<file path="src/rtl/mem_stage_lsu_if.sv">
// rtl/mem_stage_lsu_if.sv - request/grant/response data-memory bus between the LSU and data memory
interface mem_stage_lsu_if;
  logic        dmem_req;
  logic        dmem_we;
  logic [31:0] dmem_addr;
  logic [3:0]  dmem_be;
  logic [31:0] dmem_wdata;
  logic        dmem_gnt;
  logic        dmem_rvalid;
  logic [31:0] dmem_rdata;

  modport master (
    output dmem_req, dmem_we, dmem_addr, dmem_be, dmem_wdata,
    input  dmem_gnt, dmem_rvalid, dmem_rdata
  );

  modport slave (
    input  dmem_req, dmem_we, dmem_addr, dmem_be, dmem_wdata,
    output dmem_gnt, dmem_rvalid, dmem_rdata
  );
endinterface

</file>
<file path="src/rtl/mem_stage_lsu.sv">
// rtl/mem_stage_lsu.sv - MEM-stage load/store unit: bus sequencing, lane steering, load formatting, stall
// Optional misaligned-access trap (adds misalign_m) enabled by defining LSU_MISALIGN_TRAP_EN.
module mem_stage_lsu #(
  parameter int TIMEOUT_CYCLES = 255,
  parameter int CNT_W          = 8
) (
  input  logic        clock,
  input  logic        reset,
  input  logic        mem_read_m,
  input  logic        mem_write_m,
  input  logic [2:0]  funct3_m,
  input  logic [31:0] alu_result_m,
  input  logic [31:0] write_data_m,
  output logic [31:0] read_data_m,
  output logic        stall_m,
  output logic        bus_err_m,
`ifdef LSU_MISALIGN_TRAP_EN
  output logic        misalign_m,
`endif
  mem_stage_lsu_if.master dmem
);

  typedef enum logic [1:0] {IDLE, REQ, WAIT, DONE} state_t;

  state_t state_q, state_d;

  logic [31:0]      addr_q;
  logic [2:0]       f3_q;
  logic             we_q;
  logic [3:0]       be_q;
  logic [31:0]      wdata_q;
  logic [CNT_W-1:0] cnt_q;
  logic             err_q;

  logic [1:0]  size_m;
  logic [1:0]  off_m;
  logic [3:0]  be_m;
  logic [31:0] wdata_m;
  logic        access_m;
  logic        timeout_hit;

  logic cap_en, cnt_clr, cnt_inc, rd_load, rd_clear, err_set, mis_set;

  // 0 = byte, 1 = half, 2 = word; reserved encodings fall through to word
  function automatic logic [1:0] size_of(input logic [2:0] f3);
    case (f3)
      3'b000, 3'b100: size_of = 2'd0;
      3'b001, 3'b101: size_of = 2'd1;
      default:        size_of = 2'd2;
    endcase
  endfunction

  function automatic logic [31:0] fmt_load(input logic [31:0] w, input logic [2:0] f3,
                                           input logic [1:0] off);
    logic [7:0]  b;
    logic [15:0] h;
    b = w[{off, 3'b000} +: 8];
    h = w[{off[1], 4'b0000} +: 16];
    case (size_of(f3))
      2'd0:    fmt_load = f3[2] ? {24'b0, b} : {{24{b[7]}}, b};
      2'd1:    fmt_load = f3[2] ? {16'b0, h} : {{16{h[15]}}, h};
      default: fmt_load = w;
    endcase
  endfunction

  assign access_m    = mem_read_m | mem_write_m;
  assign size_m      = size_of(funct3_m);
  assign off_m       = alu_result_m[1:0];
  assign timeout_hit = (cnt_q == CNT_W'(TIMEOUT_CYCLES - 1));

  always_comb begin
    be_m    = 4'b1111;
    wdata_m = write_data_m;
    case (size_m)
      2'd0: begin
        be_m    = 4'b0001 << off_m;
        wdata_m = {4{write_data_m[7:0]}};
      end
      2'd1: begin
        be_m    = 4'b0011 << {off_m[1], 1'b0};
        wdata_m = {2{write_data_m[15:0]}};
      end
      default: begin
        be_m    = 4'b1111;
        wdata_m = write_data_m;
      end
    endcase
  end

`ifdef LSU_MISALIGN_TRAP_EN
  logic misaligned_m;
  logic mis_q;
  assign misaligned_m = ((size_m == 2'd1) && off_m[0]) || ((size_m == 2'd2) && (off_m != 2'b00));
  assign misalign_m   = mis_q;
`endif

  always_ff @(posedge clock or posedge reset) begin
    if (reset) state_q <= IDLE;
    else       state_q <= state_d;
  end

  always_comb begin
    state_d  = state_q;
    stall_m  = 1'b0;
    cap_en   = 1'b0;
    cnt_clr  = 1'b0;
    cnt_inc  = 1'b0;
    rd_load  = 1'b0;
    rd_clear = 1'b0;
    err_set  = 1'b0;
    mis_set  = 1'b0;
    case (state_q)
      IDLE: begin
        if (access_m) begin
          stall_m = 1'b1;
          cap_en  = 1'b1;
`ifdef LSU_MISALIGN_TRAP_EN
          if (misaligned_m) begin
            state_d  = DONE;
            mis_set  = 1'b1;
            rd_clear = 1'b1;
          end else begin
            state_d = REQ;
            cnt_clr = 1'b1;
          end
`else
          state_d = REQ;
          cnt_clr = 1'b1;
`endif
        end
      end
      REQ: begin
        stall_m = 1'b1;
        cnt_inc = 1'b1;
        if (dmem.dmem_gnt) begin
          if (we_q) begin
            state_d = DONE;
          end else if (dmem.dmem_rvalid) begin
            rd_load = 1'b1;
            state_d = DONE;
          end else begin
            state_d = WAIT;
            cnt_clr = 1'b1;
          end
        end else if (timeout_hit) begin
          state_d  = DONE;
          err_set  = 1'b1;
          rd_clear = 1'b1;
        end
      end
      WAIT: begin
        stall_m = 1'b1;
        cnt_inc = 1'b1;
        if (dmem.dmem_rvalid) begin
          rd_load = 1'b1;
          state_d = DONE;
        end else if (timeout_hit) begin
          state_d  = DONE;
          err_set  = 1'b1;
          rd_clear = 1'b1;
        end
      end
      DONE: begin
        state_d = IDLE;
      end
      default: state_d = IDLE;
    endcase
  end

  always_ff @(posedge clock or posedge reset) begin
    if (reset) begin
      addr_q  <= 32'b0;
      f3_q    <= 3'b0;
      we_q    <= 1'b0;
      be_q    <= 4'b0;
      wdata_q <= 32'b0;
    end else if (cap_en) begin
      addr_q  <= alu_result_m;
      f3_q    <= funct3_m;
      we_q    <= mem_write_m;
      be_q    <= be_m;
      wdata_q <= wdata_m;
    end
  end

  always_ff @(posedge clock or posedge reset) begin
    if (reset)        cnt_q <= '0;
    else if (cnt_clr) cnt_q <= '0;
    else if (cnt_inc) cnt_q <= cnt_q + 1'b1;
  end

  // Load result persists across stores so MEM/WB sees the last load until the next one lands
  always_ff @(posedge clock or posedge reset) begin
    if (reset) begin
      read_data_m <= 32'b0;
      err_q       <= 1'b0;
    end else begin
      err_q <= err_set;
      if (rd_load)       read_data_m <= fmt_load(dmem.dmem_rdata, f3_q, addr_q[1:0]);
      else if (rd_clear) read_data_m <= 32'b0;
    end
  end

`ifdef LSU_MISALIGN_TRAP_EN
  always_ff @(posedge clock or posedge reset) begin
    if (reset) mis_q <= 1'b0;
    else       mis_q <= mis_set;
  end
`endif

  assign bus_err_m       = err_q;
  assign dmem.dmem_req   = (state_q == REQ);
  assign dmem.dmem_we    = we_q;
  assign dmem.dmem_addr  = {addr_q[31:2], 2'b00};
  assign dmem.dmem_be    = be_q;
  assign dmem.dmem_wdata = wdata_q;

endmodule

</file>
<file path="src/flat_wrapper.sv">
// flat-port wrapper written by rule: the top's interface ports become plain ports
module mem_stage_lsu_flat 
#(
  parameter int TIMEOUT_CYCLES = 255,
  parameter int CNT_W          = 8
)
  (clock, reset, mem_read_m, mem_write_m, funct3_m, alu_result_m, write_data_m, read_data_m, stall_m, bus_err_m, dmem_dmem_req, dmem_dmem_we, dmem_dmem_addr, dmem_dmem_be, dmem_dmem_wdata, dmem_dmem_gnt, dmem_dmem_rvalid, dmem_dmem_rdata);
  mem_stage_lsu_if dmem_i ();
  input  logic clock;
  input  logic reset;
  input  logic mem_read_m;
  input  logic mem_write_m;
  input  logic [2:0] funct3_m;
  input  logic [31:0] alu_result_m;
  input  logic [31:0] write_data_m;
  output logic [31:0] read_data_m;
  output logic stall_m;
  output logic bus_err_m;
  output wire logic [$bits(dmem_i.dmem_req)-1:0] dmem_dmem_req;
  output wire logic [$bits(dmem_i.dmem_we)-1:0] dmem_dmem_we;
  output wire logic [$bits(dmem_i.dmem_addr)-1:0] dmem_dmem_addr;
  output wire logic [$bits(dmem_i.dmem_be)-1:0] dmem_dmem_be;
  output wire logic [$bits(dmem_i.dmem_wdata)-1:0] dmem_dmem_wdata;
  input wire logic [$bits(dmem_i.dmem_gnt)-1:0] dmem_dmem_gnt;
  input wire logic [$bits(dmem_i.dmem_rvalid)-1:0] dmem_dmem_rvalid;
  input wire logic [$bits(dmem_i.dmem_rdata)-1:0] dmem_dmem_rdata;
  assign dmem_dmem_req = dmem_i.dmem_req;
  assign dmem_dmem_we = dmem_i.dmem_we;
  assign dmem_dmem_addr = dmem_i.dmem_addr;
  assign dmem_dmem_be = dmem_i.dmem_be;
  assign dmem_dmem_wdata = dmem_i.dmem_wdata;
  assign dmem_i.dmem_gnt = dmem_dmem_gnt;
  assign dmem_i.dmem_rvalid = dmem_dmem_rvalid;
  assign dmem_i.dmem_rdata = dmem_dmem_rdata;
  mem_stage_lsu #(.TIMEOUT_CYCLES(TIMEOUT_CYCLES), .CNT_W(CNT_W)) u_core (.clock(clock), .reset(reset), .mem_read_m(mem_read_m), .mem_write_m(mem_write_m), .funct3_m(funct3_m), .alu_result_m(alu_result_m), .write_data_m(write_data_m), .read_data_m(read_data_m), .stall_m(stall_m), .bus_err_m(bus_err_m), .dmem(dmem_i));
endmodule
</file>
<file path="config.mk">
export PLATFORM = sky130hd
export DESIGN_NAME = mem_stage_lsu_flat
export DESIGN_NICKNAME = d
export VERILOG_FILES = /design/src/rtl/mem_stage_lsu_if.sv /design/src/rtl/mem_stage_lsu.sv /design/src/flat_wrapper.sv
export SDC_FILE = /design/constraint.sdc
export NUM_CORES = 1
export LEC_CHECK = 0
export CAP_MARGIN = 0
export CORE_MARGIN = 2
export CORE_UTILIZATION = 53
export DETAILED_ROUTE_END_ITERATION = 12
export DONT_BUFFER_PORTS = 1
export PLACE_DENSITY = 0.65
export SYNTH_ARGS = -nofsm -noshare
export SYNTH_HDL_FRONTEND = slang
export SYNTH_SLANG_ARGS = --single-unit
</file>
<file path="constraint.sdc">
create_clock -name clock -period 4.3 [get_ports clock]
set_input_delay 0.215 -clock clock [delete_from_list [all_inputs] [get_ports clock]]
set_output_delay 0.215 -clock clock [all_outputs]
set_load 0.02 [all_outputs]
</file>
* After elaboration in Yosys (flattened, before gate mapping)
Index checks and enable logic that the tools add are counted.
Word-level totals: register bits after elaboration 115, word-level logic and storage cells 75, output and inout bits 104, input bits 105
Cells by class: muxes and demuxes 35, reductions and logical operators 12, equality and inequality tests 13, shift-type cells 4, add/sub/neg operators 1, bitwise logic cells 1
Operator list (number):
- $mux W32 | 4
- $pmux W32 S2 | 2
- $shiftx A32 B6 Y16 | 1
- $shiftx A32 B6 Y8 | 1
- $mux W8 | 2
- $mux W1 | 13
- $eq A3 B3 Y1 const B | 4
- $mux W2 | 6
- $reduce_or A2 Y1 | 5
- $add A8 B1 Y8 const B | 1
- $eq A8 B8 Y1 const B | 1
- $pmux W1 S2 | 4
- $pmux W2 S2 | 2
- $pmux W2 S4 | 1
- $pmux W4 S2 | 1
- $eq A2 B1 Y1 const B | 3
- $eq A3 B1 Y1 const B | 2
- $logic_not A2 Y1 | 3
- $logic_not A3 Y1 | 2
- $eq A2 B2 Y1 const B | 2
- $reduce_bool A2 Y1 | 2
- $shl A1 B2 Y4 const A | 1
- $shl A2 B2 Y4 const A | 1
- $ne A2 B1 Y1 const B | 1
- $or A1 B1 Y1 | 1

* Longest topological paths before layout
depth in word-level cells 8, mapped depth 8, depth with buffers taken out 6

* Worst setup path after synthesis
Ideal clock, no wire load.
kind register -> register, start point register u_core.state_q[0], end point register u_core.read_data_m[10], buffers on the path 3, stages on the path, launching flop included 9, required time 4178 ps, data arrival time 1758 ps, slack 2421 ps, setup time 122 ps, clock period less this slack 1879 ps, cells stage by stage dfrtp_1 -> inv_1 -> ha_1 -> clkbuf_1 -> o211a_1 -> nor2b_1 -> clkbuf_1 -> buf_2 -> a32o_1
Between the ends: word-level cells in the longest chain between the ends 3, elaborated cells between the ends (all ways) 6, those cells by class eq/ne: 2; mux: 3; reduce/logical: 1
RTL lines:
- start: declaration | line mem_stage_lsu.sv:25 | state_t state_q, state_d;
- start signal: assignment | line mem_stage_lsu.sv:99 | else state_q <= state_d;
- $eq A2 B2 Y1 or $eq A2 B1 Y1 (tied branches) | line mem_stage_lsu.sv:112 | case (state_q)
- $pmux W1 S2 | line mem_stage_lsu.sv:112
- $mux W32 or $reduce_bool A2 Y1 (tied branches)
- end signal: assignment | line mem_stage_lsu.sv:199 | if (rd_load) read_data_m <= fmt_load(dmem.dmem_rdata, f3_q, addr_q[1:0]);
- end: declaration | line mem_stage_lsu.sv:14 | output logic [31:0] read_data_m,
Several ways; a longest one is shown, not always the timed one. A chain may end at the register's enable or synchronous reset.

* Worst setup path after layout
start point register u_core.state_q[1], end point register u_core.read_data_m[15]
Between the ends: word-level cells in the longest chain between the ends 3, elaborated cells between the ends (all ways) 6, those cells by class eq/ne: 2; mux: 3; reduce/logical: 1
RTL lines:
- $eq A2 B1 Y1 (*)
- via dmem_dmem_req | line flat_wrapper.sv:19 | output wire logic [$bits(dmem_i.dmem_req)-1:0] dmem_dmem_req;
- $pmux W1 S2 | line mem_stage_lsu.sv:112
- $mux W32 or $reduce_bool A2 Y1 (tied branches)
Mark *: on every way through the listed nets, which the timed path passes. The rest lies on a longest branch.

==> Flow_metrics.wiki <==
{| class="wikitable"
! Metric !! Value
|-
| Dominant combinational cell family by area after synthesis || multiplexers
|-
| Placed Instances || 598
|-
| Total non-filler cell area in the finished layout || ~7000 µm²
|-
| Via count || about 4200
|-
| Kind of end point of the critical path || flop
|-
| Core area || around 10000 µm²
|-
| Count of non-filler cells in the finished layout || roughly 730
|-
| Count of pins on the block boundary || around 210
|-
| Routed len/inst || just under 20 µm
|-
| Post-synthesis mux area share || approximately 14%
|-
| DR DRC count || 0
|-
| Via count of the first global-routing pass || 4446
|-
| Number of design-rule violations left by the first detailed-router iteration || between 300 and 400
|-
| Buffers & Inverters on Critical Path || 3
|-
| TritonCTS clock tree || built
|-
| Most common flop cell mapped by yosys || dfrtp_1
|-
| Arrival time of the worst setup path || ~3100 ps
|-
| Clock latency reported for the late side of the worst-skew pair || about 500 ps
|-
| Clock sinks || between 100 and 150
|-
| Slowest cell delay on critical path || around 550 ps
|-
| Critical path class || flop to flop
|-
| Number of maximum-capacitance constraint violations || 0
|-
| Largest net degree at the start of global routing || 68
|-
| Count of yosys warnings during synthesis || 0
|-
| Hold_sp || dmem_dmem_rvalid
|-
| Vias per cell || 5.76
|-
| Post-placement setup slack || about 1700 ps
|-
| Count of H-tree levels built during CTS || 4
|-
| Global placer's final weighted congestion || 0.834
|-
| Register bit total from synthesis || between 100 and 150
|-
| Register-to-Register Path Depth || 8
|-
| Status || completed
|-
| DIE AREA || 11500 µm²
|-
| DP Wirelength || about 9000 µm
|-
| Die Y || about 110 µm
|-
| Master of the slowest instance on the critical path || nor2b_2
|-
| TritonRoute pass-1 iters || 5
|-
| CP startpoint kind || flop
|-
| Flop2flop setup slack || between 1500 and 2000 ps
|-
| Total negative slack || 0 ps
|-
| Post-synthesis instance area || 5640 µm²
|-
| Required time of the critical path || around 4700 ps
|-
| Number of enable-type register cells in the synthesized netlist || 0
|-
| Gate count of the mapped netlist || 519
|-
| CTS buffer count || 17
|-
| Fraction of the mapped netlist area in compound gates || 14.3%
|-
| Initial cell density of the core || between 50% and 60%
|-
| Endpoint of the worst hold path || u_core.state_q[0]
|-
| Post-Synth XOR/XNOR Area || under 10%
|-
| Die Span X || 107 µm
|-
| Core Rows || 37
|-
| CP cell instances || inv_1, ha_1, and3b_1, o211a_1, buf_4, nor2b_2, buf_4, a22o_1
|-
| Startpoint of the lowest-slack register-to-register path || u_core.state_q[1]
|-
| Static leakage || around 3.1 nW
|-
| Overall Power || around 5.5 mW
|-
| Final critical-path required period || around 2700 ps
|-
| Global-route wire length before repair || 22700 µm
|-
| Layout-stage area growth over the synthesis result || 26.5%
|-
| Util after Layout || between 60% and 70%
|-
| Final net count || between 600 and 700
|-
| Worst Hold Slack || slightly above 20 ps
|-
| Pins Over Slew Limit || 0
|-
| Aggregate routed wire length || between 10000 and 15000 µm
|-
| Post-route worst setup slack || 1630 ps
|-
| Register clock-pin slew on the reported worst setup and hold paths || about 60 ps
|-
| Count of antenna-violating nets left after detailed routing || 0
|-
| Syn_area_per_cell || 10.9 µm²
|-
| Tcrit/Tclk final || 62.2%
|-
| Share of post-route cells with drive strength above 1 || 14.1%
|-
| Min-delay worst type || input port to flop
|-
| Most frequent cell on the critical path || buf_4
|-
| RSZ-0062 raised after global routing || no
|-
| Max transition margin || approximately 25%
|-
| DP Area || approximately 5500 µm²
|-
| Netlist cell types || 46
|-
| Largest delay share family, worst path || simple AND/OR/NAND/NOR gates
|-
| Number of instances on the worst hold path || 2
|-
| Crit path max fanout || 33
|-
| Fraction of the mapped netlist area in simple logic gates || about 10%
|-
| Total of endpoints with negative setup slack in the final report || 0
|-
| Maximum achievable frequency || approximately 0.37 GHz
|-
| Buffers added on ports || 0
|-
| Max Buffers Root-to-Sink || 2
|-
| Antenna violations before repair || 0
|-
| Clock root cell || clkbuf_8
|-
| Seq/Total Area, Yosys || between 50% and 60%
|-
| Aggregate global-route resource usage || about a quarter
|-
| Measured slew at the worst slew-check pin || roughly 1100 ps
|-
| Pwr/cell area || about 770 nW/µm²
|-
| Worst reg2reg endpoint || u_core.read_data_m[15]
|-
| Async S/R FF share, synth || 100%
|-
| Adder-cell share of the synthesized area || approximately 1.6%
|-
| Fin Clk Skew || 9.59 ps
|-
| Peak supply drop || 0.372 mV
|-
| Remaining global-route overflow || 0
|-
| Final Hold Viols || 0
|-
| Count of antenna diodes in the layout || 0
|}
## cell type report
cell class              instances  area, µm²
clock buffers                  22        463
fillers                       746       3190
flip-flops and latches        115       2880
inverters                      13       51.3
repair buffers                108       1070
multi-input cells             328       2350
well taps                     136        170
clock inverters                 9        153
## synthesized netlist by cell type, drive strengths merged, types with 2 or more instances
cell / number / area, µm²
nor2: 24 / 90.1
nand3: 2 / 10.0
mux2: 41 / 462
o21ba: 2 / 20.0
o21ai: 48 / 240
xor2: 6 / 52.6
ha: 7 / 87.6
o31ai: 3 / 22.5
nand4: 2 / 12.5
o2bb2ai: 7 / 61.3
mux2i: 32 / 320
inv: 13 / 48.8
nor3: 3 / 15.0
nand2b: 25 / 156
nor2b: 6 / 37.5
and3: 2 / 12.5
clkbuf: 18 / 67.6
a21oi: 22 / 121
a32o: 23 / 230
nand2: 46 / 173
or3: 7 / 43.8
dfrtp: 115 / 2880
a22o: 2 / 17.5
buf: 46 / 312
## kinds of logic after synthesis
logic type	after synthesis
AOI/OAI and AO/OA	118
xor gates and xnor gates	7
adders and majority gates	7
buffers and inverters	77
DFF	115
muxes	74
other	1
and+or+nand+nor	120
## state kept, by name (all words and copies together), names as in the netlist
register,count
u_core.dmem.dmem_wdata,32
u_core.addr_q,32
u_core.dmem.dmem_we,1
u_core.bus_err_m,1
u_core.f3_q,3
u_core.cnt_q,8
u_core.read_data_m,32
u_core.dmem.dmem_be,4
u_core.state_q,2
## placed cells by master (no fill, tap or decap), types with 2 or more instances in the layout
cell           synthesis  final
a21oi_1               21     21
a22o_1                 2      2
a32o_1                23     23
and3_1                 2      2
buf_4                 32      6
bufinv_16              0      4
clkbuf_1              18      2
clkbuf_16              0     16
clkbuf_8               0      4
clkinv_2               0      2
clkinvlp_4             0      3
conb_1                 1      2
dfrtp_1              115    115
dlygate4sd3_1          0    102
ha_1                   7      7
inv_1                 13     12
mux2_2                41     41
mux2i_1               32     32
nand2_1               46     46
nand2b_1              25     25
nand3_1                2      2
nand4_1                2      2
nor2_1                24     24
nor2b_1                6      5
nor3_1                 3      3
o21ai_0               40     40
o21ai_1                8      7
o21ba_2                2      2
o2bb2ai_1              7      7
o31ai_1                3      3
or3_1                  7      7
xor2_1                 6      6
## report_power, final
group / switching (mW) / internal, mW
logic: 0.785 / 0.707
registers: 0.981 / 1.58
clock network: 0.482 / 0.982
total: 2.25 / 3.27
## metal layers
layer / up-vias / GRT usage [%] / share of wire, %
met3: 32 / 8.51 / 7.6
met2: 169 / 41.3 / 50
met5: - / 0 / 0
met4: 0 / 11.2 / 2.6
li1: 1922 / - / -
met1: 2084 / 30.7 / 40
## worst max path at each step
stage	from	endpoint	cells after the start	slack, ps
after floorplan	reset	u_core.addr_q[0]	1	1040
after global placement	u_core.state_q[1]	u_core.read_data_m[7]	8	1800
after detailed placement	u_core.state_q[1]	u_core.read_data_m[15]	8	1700
after CTS	u_core.state_q[1]	u_core.read_data_m[15]	8	1680
after global routing	u_core.state_q[1]	u_core.read_data_m[15]	8	1470
final	u_core.state_q[1]	u_core.read_data_m[15]	8	1630
## what timing repair did
action                     CTS  global route
hold endpoints to repair   170             0
setup buffers                0             0
setup endpoints to repair    0             0
gates resized for setup      0             0
hold buffers               102             0
Power figures use the tool's default switching activity.
